[config.mk]
export PLATFORM = sky130hd
export DESIGN_NAME = image_frame_loader
export DESIGN_NICKNAME = d
export VERILOG_FILES = /design/src/rtl/mnist_accel_pkg.sv /design/src/rtl/chunk_popcount.sv /design/src/rtl/image_frame_loader.sv
export SDC_FILE = /design/constraint.sdc
export NUM_CORES = 1
export LEC_CHECK = 0
export BUFFER_PORTS_ARGS = -buffer_cell sky130_fd_sc_hd__clkbuf_2
export CAP_MARGIN = 30
export CORE_ASPECT_RATIO = 2
export CORE_MARGIN = 1.5
export CORE_UTILIZATION = 48
export CTS_CLUSTER_SIZE = 28
export DETAILED_ROUTE_END_ITERATION = 10
export GPL_TIMING_DRIVEN = 0
export PLACE_DENSITY = 0.76
export REMOVE_ABC_BUFFERS = 1
export SYNTH_ARGS = -nofsm -noshare
export SYNTH_HDL_FRONTEND = slang
export SYNTH_SLANG_ARGS = --single-unit
[constraint.sdc]
create_clock -name clk -period 2.3 [get_ports clk]
set_input_delay 0.46 -clock clk [delete_from_list [all_inputs] [get_ports clk]]
set_output_delay 0.46 -clock clk [all_outputs]
set_load 0.01 [all_outputs]
[src/rtl/mnist_accel_pkg.sv]
// Shared constants and types for the MNIST accelerator front end.
// The optional PIXEL_SUM_EN macro only affects image_frame_loader; nothing here depends on it.
package mnist_accel_pkg;
   localparam int IMG_DIM    = 14;
   localparam int CHUNK_W    = 7;
   localparam int NUM_CHUNKS = 28;
   localparam int IMG_BITS   = CHUNK_W * NUM_CHUNKS;

   typedef enum logic [1:0] {
      LD_IDLE  = 2'd0,
      LD_LOAD  = 2'd1,
      LD_READY = 2'd2
   } loader_state_t;
endpackage

[src/rtl/chunk_popcount.sv]
// Combinational count of set pixels in one chunk.
module chunk_popcount
   import mnist_accel_pkg::*;
#(
   parameter int W = CHUNK_W
) (
   input  logic [W-1:0] i_chunk,
   output logic [2:0]   o_count
);
   always_comb begin
      o_count = '0;
      for (int i = 0; i < W; i++) o_count = o_count + {2'b00, i_chunk[i]};
   end
endmodule

[src/rtl/image_frame_loader.sv]
// Assembles a 196-bit binary image from 28 seven-pixel chunks and hands it over with ready/ack.
// Define PIXEL_SUM_EN to keep a running count of set pixels in pixel_sum.
module image_frame_loader
   import mnist_accel_pkg::*;
(
   input  logic                clk,
   input  logic                rst_n,
   input  logic                load_en,
   input  logic                chunk_valid,
   input  logic [CHUNK_W-1:0]  chunk_in,
   input  logic                image_ack,
   output logic [IMG_BITS-1:0] image_data,
   output logic                image_ready,
   output logic                busy,
   output logic [4:0]          chunk_idx,
   output logic                overrun,
   output logic [7:0]          pixel_sum
);
   loader_state_t       r_state, w_state_nxt;
   logic                r_load_en_q;
   logic [IMG_BITS-1:0] r_image_data;
   logic [4:0]          r_chunk_idx;
   logic                r_overrun;
   logic                w_rise, w_start, w_abort, w_accept, w_last;

   assign w_rise   = load_en & ~r_load_en_q;
   assign w_last   = (r_chunk_idx == 5'(NUM_CHUNKS - 1));
   assign w_start  = (r_state == LD_IDLE) & w_rise;
   assign w_abort  = (r_state == LD_LOAD) & ~load_en;
   assign w_accept = (r_state == LD_LOAD) & load_en & chunk_valid;

   always_comb begin
      w_state_nxt = r_state;
      case (r_state)
         LD_IDLE:  if (w_rise) w_state_nxt = LD_LOAD;
         LD_LOAD: begin
            if (!load_en)                w_state_nxt = LD_IDLE;
            else if (chunk_valid && w_last) w_state_nxt = LD_READY;
         end
         LD_READY: if (image_ack || !load_en) w_state_nxt = LD_IDLE;
         default:  w_state_nxt = LD_IDLE;
      endcase
   end

   always_ff @(posedge clk or negedge rst_n) begin
      if (!rst_n) begin
         r_state     <= LD_IDLE;
         r_load_en_q <= 1'b0;
      end else begin
         r_state     <= w_state_nxt;
         r_load_en_q <= load_en;
      end
   end

   // Index holds at the last slot so it never wraps past 27.
   always_ff @(posedge clk or negedge rst_n) begin
      if (!rst_n) begin
         r_image_data <= '0;
         r_chunk_idx  <= '0;
      end else if (w_start || w_abort) begin
         r_image_data <= '0;
         r_chunk_idx  <= '0;
      end else if (w_accept) begin
         r_image_data[int'(r_chunk_idx)*CHUNK_W +: CHUNK_W] <= chunk_in;
         if (!w_last) r_chunk_idx <= r_chunk_idx + 5'd1;
      end
   end

   always_ff @(posedge clk or negedge rst_n) begin
      if (!rst_n)                                    r_overrun <= 1'b0;
      else if (w_start)                              r_overrun <= 1'b0;
      else if ((r_state == LD_READY) && chunk_valid) r_overrun <= 1'b1;
   end

`ifdef PIXEL_SUM_EN
   logic [2:0] w_pop;
   logic [7:0] r_pixel_sum;

   chunk_popcount #(.W(CHUNK_W)) u_popcount (
      .i_chunk (chunk_in),
      .o_count (w_pop)
   );

   always_ff @(posedge clk or negedge rst_n) begin
      if (!rst_n)                 r_pixel_sum <= '0;
      else if (w_start || w_abort) r_pixel_sum <= '0;
      else if (w_accept)          r_pixel_sum <= r_pixel_sum + {5'd0, w_pop};
   end
   assign pixel_sum = r_pixel_sum;
`else
   assign pixel_sum = 8'd0;
`endif

   assign image_data  = r_image_data;
   assign chunk_idx   = r_chunk_idx;
   assign overrun     = r_overrun;
   assign busy        = (r_state == LD_LOAD);
   assign image_ready = (r_state == LD_READY);
endmodule
==> impl_metrics.toml, run 1 <==
[final_layout]
stdcell_count = 1228
layout_common_cells = "clkbuf_2 (214), dfrtp_1 (200), nand2_1 (112), mux2i_1 (99), nand3_1 (86)"
syn_to_final_growth_pct = 26.2
nFillCells = 1499
regArea_sq_mm = 0.00514
multi_input_area_sq_mm = 0.00349
layout-drive-gt1-share_pct = 33.2
final_net_count = 1022
mostFrequentLayoutCell = "clkbuf_2"
n_antenna_cell = 0

[outcome]
status = "finished clean"

[grt]
grt_overflow = 0
antenna_found_initial = 0
grt_use_total_pct = 25.6
grt_start_max_net_pins = 105
grt_pass1_vias = 6846
grt_pass1_wl_um = 38500

[place]
placed_cells = 1176
hpwl_um = 16600
place_ws_ns = -0.882
gp_congestion = 0.781
io_buffers = 215

[synthesis]
async_reset_ff_share_pct = 100
synthDistinctLibCells = 57
syn_area_per_cell_sq_um = 10.8
syn_area_sq_mm = 0.00869
yosysWarnings = 0
seq_area_frac_synth_pct = 59.0
ys.flop_type = "dfrtp_1"
synth_edf_count = 0
synth_cells = 801
yosys_register_bits = 205

[detailed_routing]
post_drt_wl_per_cell_um = 19.9
drt_wl_total_um = 24400
viasPerCell = 5.56
ant_nets = 0
drc = 0
vias = 6833
wl_met1_um = 9310
dr.first_iter.drc_count = 371
dr_wl_met2_um = 12900
route.met3.wl_um = 1070
dr.max_layer_used = "met4"
first_pass_iters = 4

[worst_hold_path]
min-delay-path-class = "primary input to asynchronous set/reset pin"

[critical_path]
worstPathCellList = "buf_4 > or3_4 > nor2_1 > a31oi_4 > buf_12 > nor2_2 > mux2i_1"
rr_startpoint = "chunk_idx[0]"
path_max_fanout = 15
critical_path.slowest_cell = "or3_4"
reg2reg_slack_ns = 0.08
crit_family = "simple AND/OR/NAND/NOR gates"
crit_start = "chunk_idx[0]"
worstPathArrival_ns = 2.62
cp-end-kind = "flip-flop"
worstSetupPathType = "flip-flop to flip-flop"
crit_required_ns = 2.70
path_buf_inv = 2
cpPeakStageDelay_ns = 0.42
start_kind = "flip-flop"

[clock_network]
cts_hold_buf = 0
cts_root_buf = "clkbuf_16"
htreeDepth = 1
cts_made_buffers = 18
clk-insertion-delay-late_ns = 0.49
cts_sinks = 205
cts_buffer_depth = 3
clk_pin_slew_ns = 0.07
cts_tree = "built"

[sta]
hold_viol_final = 0
worst_slack_ns = 0.0817
tightest_slew_ns = 0.828
maxSlewViolCount = 0
clock_skew_ns = 0.0124
fin_crit_sh_pct = 96.4
fin_setup_tns_ns = 0
fin_crit_ns = 2.22
holdWs_ns = 0.0495
relSlewSlack_pct = 44.8
setup_viol_count_final = 0
fmax_mhz = 451

[floorplan]
start_util_pct = 48.9
pin_count = 224
die_y_um = 193
dieArea_sq_mm = 0.0190
fp-row-count = 69
coreArea_sq_mm = 0.0178
die_w_um = 98.1

[power]
irDropWorstVdd_uv = 492
power_leakage_nw = 5.70
power_density_mw_per_mm2 = 696

[run]
drv_cap = 0
[path summary, 6_finish.rpt]
check,to,cells past startpoint
max,image_data[23],7
min,image_data[14],1
max reg2reg,image_data[23],7
min reg2reg,image_data[97],2
max in group asynchronous,image_data[48],2
min in group clk,r_load_en_q,1
[report_power, final]
| group | internal (mW) | switching [mW] | leakage [nW] | total, mW |
|---|---|---|---|---|
| sequential | 3.62 | 0.0124 | 2.85 | 3.63 |
| clock | 2.00 | 1.32 | 0.318 | 3.31 |
| combinational | 0.199 | 0.490 | 2.53 | 0.689 |
[stage by stage]
| stage | area (sq um) | power, mW | util, % |
|---|---|---|---|
| 4_1_cts | 10900 | 7.65 | 61.1 |
| 2_1_floorplan | 8420 | 4.00 | - |
| 6_report | 11000 | 7.63 | 61.7 |
| 5_1_grt | 11000 | 7.90 | 61.7 |
| 3_3_place_gp | 9760 | 4.23 | 54.9 |
| 3_5_place_dp | 9880 | 4.27 | 55.6 |
[kinds of logic after synthesis]
family                     Yosys count  synth area share, %
and+or+nand+nor                    292                 16.3
buffers and inverters               70                 3.67
other                                1               0.0431
muxes                               99                 11.4
xor gates and xnor gates             6                0.691
adders and majority gates            4                0.576
DFF                                205                 59.0
AOI/OAI and AO/OA                  124                 8.28
[worst register-to-register path: stages, from the launching register on]
cell and delay, ns:
dfrtp_2 0.41, buf_4 0.21, or3_4 0.43, nor2_1 0.21, a31oi_4 0.06, buf_12 0.16
nor2_2 0.39, mux2i_1 0.26
[flip-flops by register name, indices dropped and copies added (netlist names)]
| name | count |
|---|---|
| overrun | 1 |
| r_load_en_q | 1 |
| r_state | 2 |
| chunk_idx | 5 |
| image_data | 196 |
[area by class of cell]
type / count / area share, %
multi-input cells: 533 / 31.9
clock buffers: 25 / 5.00
inverters: 5 / 0.171
clock inverters: 4 / 0.901
well taps: 213 / 2.43
flip-flops and latches: 205 / 46.8
repair buffers: 243 / 12.8
[synth_stat cells, types with 2 or more instances]
library cell  count  area share [%]
nor3_1            3            0.17
nand2_1         127             5.5
o21ai_0          80             4.6
clkbuf_1         42             1.8
nand3_4           2            0.40
or3b_1            2            0.20
inv_1             5            0.22
and2_1            3            0.22
nor2_2            4            0.29
nand4_1           3            0.22
xor2_1            3            0.30
buf_6             2            0.26
ha_1              4            0.58
and3_1            5            0.36
o21ai_1           6            0.35
buf_1             4            0.17
nor2b_1           3            0.22
o22ai_1          13            0.94
nor3b_2           2            0.29
nor3_2            2            0.23
nand2b_1          5            0.36
xnor2_1           2            0.20
dfrtp_1         205              59
nand3_1          91             5.2
o211ai_1          8            0.69
buf_2             9            0.52
buf_4             8            0.69
a21o_1            2            0.17
mux2i_1          99              11
a21oi_1           6            0.35
nor2_1           25             1.1
[layer usage]
| layer | vias up | global-route usage, % |
|---|---|---|
| met5 | - | 0 |
| met4 | 0 | 11.9 |
| met3 | 63 | 3.18 |
| met2 | 241 | 45.5 |
| met1 | 3373 | 30.4 |
| li1 | 3156 | - |
[repair_timing]
item	in CTS	in global routing
endpoints found under the hold margin	0	0
buffers inserted	18	4
pin swaps	11	2
endpoints found under the setup margin	196	154
gates cloned	0	1
resized for setup	42	16
No activity file was read; power rests on OpenSTA's default activity.
==> run 2, diff against run 1 <==
- CORE_ASPECT_RATIO: 2 -> unset
- CORE_UTILIZATION: 48 -> 57
- PLACE_DENSITY: 0.76 -> 0.85
- clock period: 2.3 -> 2.7 ns (I/O delays scaled with it)
==> run 2 against run 1 <==
Combinational power shrank 29%; count of clock-buffer cells in the layout increased by 3; clock skew hardly changed; utilization rose by 10 points; largest power group unchanged.
==> impl_metrics.toml, run 2 (synthesis gave the netlist of run 1 again) <==
[floorplan]
die_w_um = 126
fp-row-count = 44
die_y_um = 126
pin_count = 224
coreArea_sq_mm = 0.0147
start_util_pct = 59.1
dieArea_sq_mm = 0.0160

[grt]
antenna_found_initial = 0
grt_use_total_pct = 28.6
grt_pass1_vias = 6723
grt_start_max_net_pins = 114
grt_pass1_wl_um = 36300
grt_overflow = 0

[clock_network]
cts_root_buf = "clkbuf_16"
clk_pin_slew_ns = 0.06
clk-insertion-delay-late_ns = 0.49
htreeDepth = 1
cts_made_buffers = 21
cts_sinks = 205
cts_buffer_depth = 3
cts_hold_buf = 0
cts_tree = "built"

[final_layout]
fin_area_sq_mm = 0.0106
post-route-util_pct = 72.1
multi_input_area_sq_mm = 0.00336
regArea_sq_mm = 0.00513
mostFrequentLayoutCell = "clkbuf_2"
syn_to_final_growth_pct = 22.0
largest_reg_flops = 196
nFillCells = 1079
layout_common_cells = "clkbuf_2 (214), dfrtp_1 (203), nand2_1 (121), mux2i_1 (99), nand3_1 (89)"
final_net_count = 1010
layout-drive-gt1-share_pct = 29.6
n_antenna_cell = 0

[sta]
tightest_slew_ns = 0.900
clock_skew_ns = 0.0124
fin_crit_ns = 2.56
fmax_mhz = 390
relSlewSlack_pct = 40.0
setup_viol_count_final = 0
fin_crit_sh_pct = 95.0
hold_viol_final = 0
maxSlewViolCount = 0
fin_setup_tns_ns = 0
rsz0062_at_grt = "yes"

[detailed_routing]
dr.first_iter.drc_count = 588
vias = 6945
drt_wl_total_um = 23200
viasPerCell = 5.84
post_drt_wl_per_cell_um = 19.5
drc = 0
ant_nets = 0
first_pass_iters = 5

[place]
hpwl_um = 14900
io_buffers = 215
dpl_cell_area_sq_mm = 0.00980
gp_congestion = 0.836

[critical_path]
cpPeakStageDelay_ns = 0.55
start_kind = "flip-flop"
worstSetupPathType = "flip-flop to flip-flop"
worstPathArrival_ns = 2.89
worstPathCellList = "inv_1 > ha_2 > xor2_2 > nor2_4 > nand3_1 > nand3_1 > o21ai_0"
crit_required_ns = 3.03
reg2reg_slack_ns = 0.14
critical_path.slowest_cell = "dfrtp_2"
cpMostUsedCell = "nand3_1"
cp-end-kind = "flip-flop"
path_max_fanout = 16

[power]
power_leakage_nw = 5.56
power_density_mw_per_mm2 = 601
irDropWorstVdd_uv = 487

[worst_hold_path]
min-delay-path-class = "primary input to asynchronous set/reset pin"

[run]
drv_cap = 0

[outcome]
status = "finished clean"
run 2: through the flow:
stage               power [mW]  cells  hold WS (ns)  setup WS, ns
floorplan                 3.40    743         0.244         -2.03
global placement          3.59   1142         0.480         -4.85
detailed placement        3.61   1144         0.490        -0.386
CTS                       6.36   1186         0.218        0.0503
global route              6.55   1190         0.250       -0.0486
finish                    6.37   1190         0.190         0.136
run 2: layout make-up:
type                            count  share of cell area [%]
Clock inverter                      7                   0.637
Inverter                            5                   0.177
Sequential cell                   205                    48.4
Tap cell                          184                    2.17
Clock buffer                       28                    5.49
Timing Repair Buffer              225                    11.5
Multi-Input combinational cell    536                    31.6
run 2: final timing paths:
check                                    start         endpoint  depth (start not counted)
worst max-delay path              chunk_idx[0]  image_data[187]                          7
worst min-delay path                     rst_n  image_data[118]                          1
worst max register to register    chunk_idx[0]  image_data[187]                          7
worst min register to register  image_data[99]   image_data[99]                          2
max in group asynchronous                rst_n   image_data[60]                          2
min in group clk                       load_en      r_load_en_q                          1
run 2: timing repair:
item                                    in CTS  in global routing
endpoints found under the setup margin     164                137
setup buffers                                5                  2
pin swaps                                    4                  3
hold endpoints to repair                     0                  0
gates resized for setup                      5                 11
cloned                                       2                  2
run 2: routing by layer:
metal	part of all wire (%)	routed length (um)	global-route usage [%]	vias to the layer above
met5	0	0	0	-
met4	2.6	609	9.67	0
met3	7.9	1830	5.95	47
met2	48	11100	47.0	301
met1	42	9730	38.4	3443
li1	-	-	-	3154
run 2: worst max-delay path: cells and delay by family (launching register included):
| kind | cells | cell delay [ns] |
|---|---|---|
| xor+xnor | 1 | 0.19 |
| simple gates | 3 | 1.11 |
| fa+ha+maj | 1 | 0.27 |
| flops | 1 | 0.55 |
| buf+inv | 1 | 0.15 |
| compound gates | 1 | 0.13 |
run 2: power breakdown:
group          internal [mW]  switching [mW]
clock network           1.60            1.17
registers               3.08          0.0216
logic                  0.117           0.373
total                   4.81            1.56
==> run 3, diff against run 2 <==
- MAX_ROUTING_LAYER: unset -> met4
==> run 3 against run 2 <==
Combinational power about the same; count of clock-buffer cells in the layout unchanged; sequential power about the same; die area unchanged; utilization about the same; worst setup slack worse by 0.025 ns; clock skew up 0.0032 ns; highest routed layer unchanged.
==> impl_metrics.toml, run 3 (synthesis gave the netlist of run 1 again) <==
[critical_path]
reg2reg_slack_ns = 0.11
worstSetupPathType = "flip-flop to flip-flop"
worstPathArrival_ns = 2.91
cp-end-kind = "flip-flop"
r2r_cells = 6
path_max_fanout = 16
start_kind = "flip-flop"
rr_endpoint = "image_data[187]"
rr_startpoint = "chunk_idx[0]"
crit_required_ns = 3.03

[sta]
fin_crit_sh_pct = 95.9
tightest_slew_ns = 0.896
clock_skew_ns = 0.0156
setup_viol_count_final = 0
maxSlewViolCount = 0
fin_crit_ns = 2.59
relSlewSlack_pct = 40.3
holdWs_ns = 0.200
fmax_mhz = 386
rsz0062_at_grt = "yes"
hold_viol_final = 0

[detailed_routing]
dr.first_iter.drc_count = 559
drt_wl_total_um = 23400
dr_wl_met2_um = 11200
drc = 0
dr.max_layer_used = "met4"
wl_met1_um = 9780
post_drt_wl_per_cell_um = 19.7
vias = 6984
first_pass_iters = 5
viasPerCell = 5.87
ant_nets = 0
route.met3.wl_um = 1840

[grt]
grt_pass1_wl_um = 36300
grt_pass1_vias = 6731
grt_use_total_pct = 29.5
grt_start_max_net_pins = 114
antenna_found_initial = 0
grt_overflow = 0

[clock_network]
clk-insertion-delay-late_ns = 0.49
cts_root_buf = "clkbuf_16"
htreeDepth = 1
clk_pin_slew_ns = 0.07
cts_made_buffers = 21
cts_tree = "built"
cts_buffer_depth = 3
cts_sinks = 205

[power]
p_sw_share_pct = 24.5
seq_power_share_pct = 48.8
irDropWorstVdd_uv = 486
intPower_mw = 4.81
power_density_mw_per_mm2 = 600
p_clk_share_pct = 43.5
power_leakage_nw = 5.56
power_frac_comb_pct = 7.7
switchingPower_mw = 1.56

[final_layout]
layout_common_cells = "clkbuf_2 (214), dfrtp_1 (203), nand2_1 (122), mux2i_1 (99), nand3_1 (89)"
layout-drive-gt1-share_pct = 29.5
final_net_count = 1010
n_antenna_cell = 0
post-route-util_pct = 72.1
syn_to_final_growth_pct = 22.0
mostFrequentLayoutCell = "clkbuf_2"
largest_reg_flops = 196
nFillCells = 1079

[floorplan]
die_y_um = 126
start_util_pct = 59.1
dieArea_sq_mm = 0.0160
pin_count = 224
fp-row-count = 44
die_w_um = 126
coreArea_sq_mm = 0.0147

[place]
io_buffers = 215
hpwl_um = 14900
gp_congestion = 0.849

[worst_hold_path]
min-delay-path-class = "primary input to asynchronous set/reset pin"

[run]
drv_cap = 0

[outcome]
status = "finished clean"
[run 3: cell types whose count changed in the layout (fill, tap and decap cells not counted)]
| cell | delta |
|---|---|
| nand2_2 | -1 |
| nand2_1 | +1 |
[run 3: worst max-delay path: stages, from the launching register on]
cell     delay [ns]
dfrtp_2        0.55
inv_1          0.15
ha_2           0.42
nor3b_2        0.45
nand3_1        0.48
nand3_1        0.24
o21ai_0        0.14
[run 3: routing by layer]
metal  vias up  GRT usage [%]
met5         -              -
met4         0           9.67
met3        53           5.48
met2       318           46.9
met1      3465           38.9
li1       3148              -
[run 3: layout make-up]
class / count / area (sq um) / area share, %
sequential: 205 / 5130 / 48.4
multi-input combinational: 536 / 3350 / 31.6
timing repair buffer: 225 / 1220 / 11.5
clock buffer: 28 / 582 / 5.49
tap: 184 / 230 / 2.17
clock inverter: 7 / 67.6 / 0.637
inverter: 5 / 18.8 / 0.177
[run 3: worst max-delay path by stage]
stage	from	endpoint	slack, ns	cells past startpoint
5_1_grt	chunk_idx[0]	image_data[195]	-0.05	7
6_report	chunk_idx[0]	image_data[187]	0.11	6
3_5_place_dp	chunk_idx[0]	image_data[144]	-0.39	7
2_1_floorplan	load_en	image_data[140]	-2.03	4
3_3_place_gp	load_en	image_data[145]	-4.85	5
4_1_cts	chunk_idx[1]	image_data[149]	0.05	7
[run 3: power by group through the flow]
stage / logic, mW / clock network [mW] / registers [mW]
after floorplan: 0.241 / 0 / 3.16
after global placement: 0.429 / 0 / 3.16
after detailed placement: 0.449 / 0 / 3.16
after CTS: 0.466 / 2.79 / 3.11
after global routing: 0.533 / 2.91 / 3.11
final: 0.492 / 2.77 / 3.11
[run 3: through the flow]
step	power (mW)	instances	TNS (ns)	area (sq um)	worst slack, ns
after floorplan	3.40	743	-312.53	8420	-2.03
after global placement	3.59	1142	-1278.53	9720	-4.85
after detailed placement	3.61	1144	-46.12	9800	-0.386
after CTS	6.36	1186	0	10500	0.0503
after global routing	6.55	1190	-0.211	10600	-0.0486
final	6.37	1190	0	10600	0.112
[run 3: what timing repair did]
item	CTS	global route
pin swaps	4	3
hold buffers	0	0
setup endpoints to repair	164	137
gates resized for setup	5	10
gates cloned	2	2
setup buffers	5	2
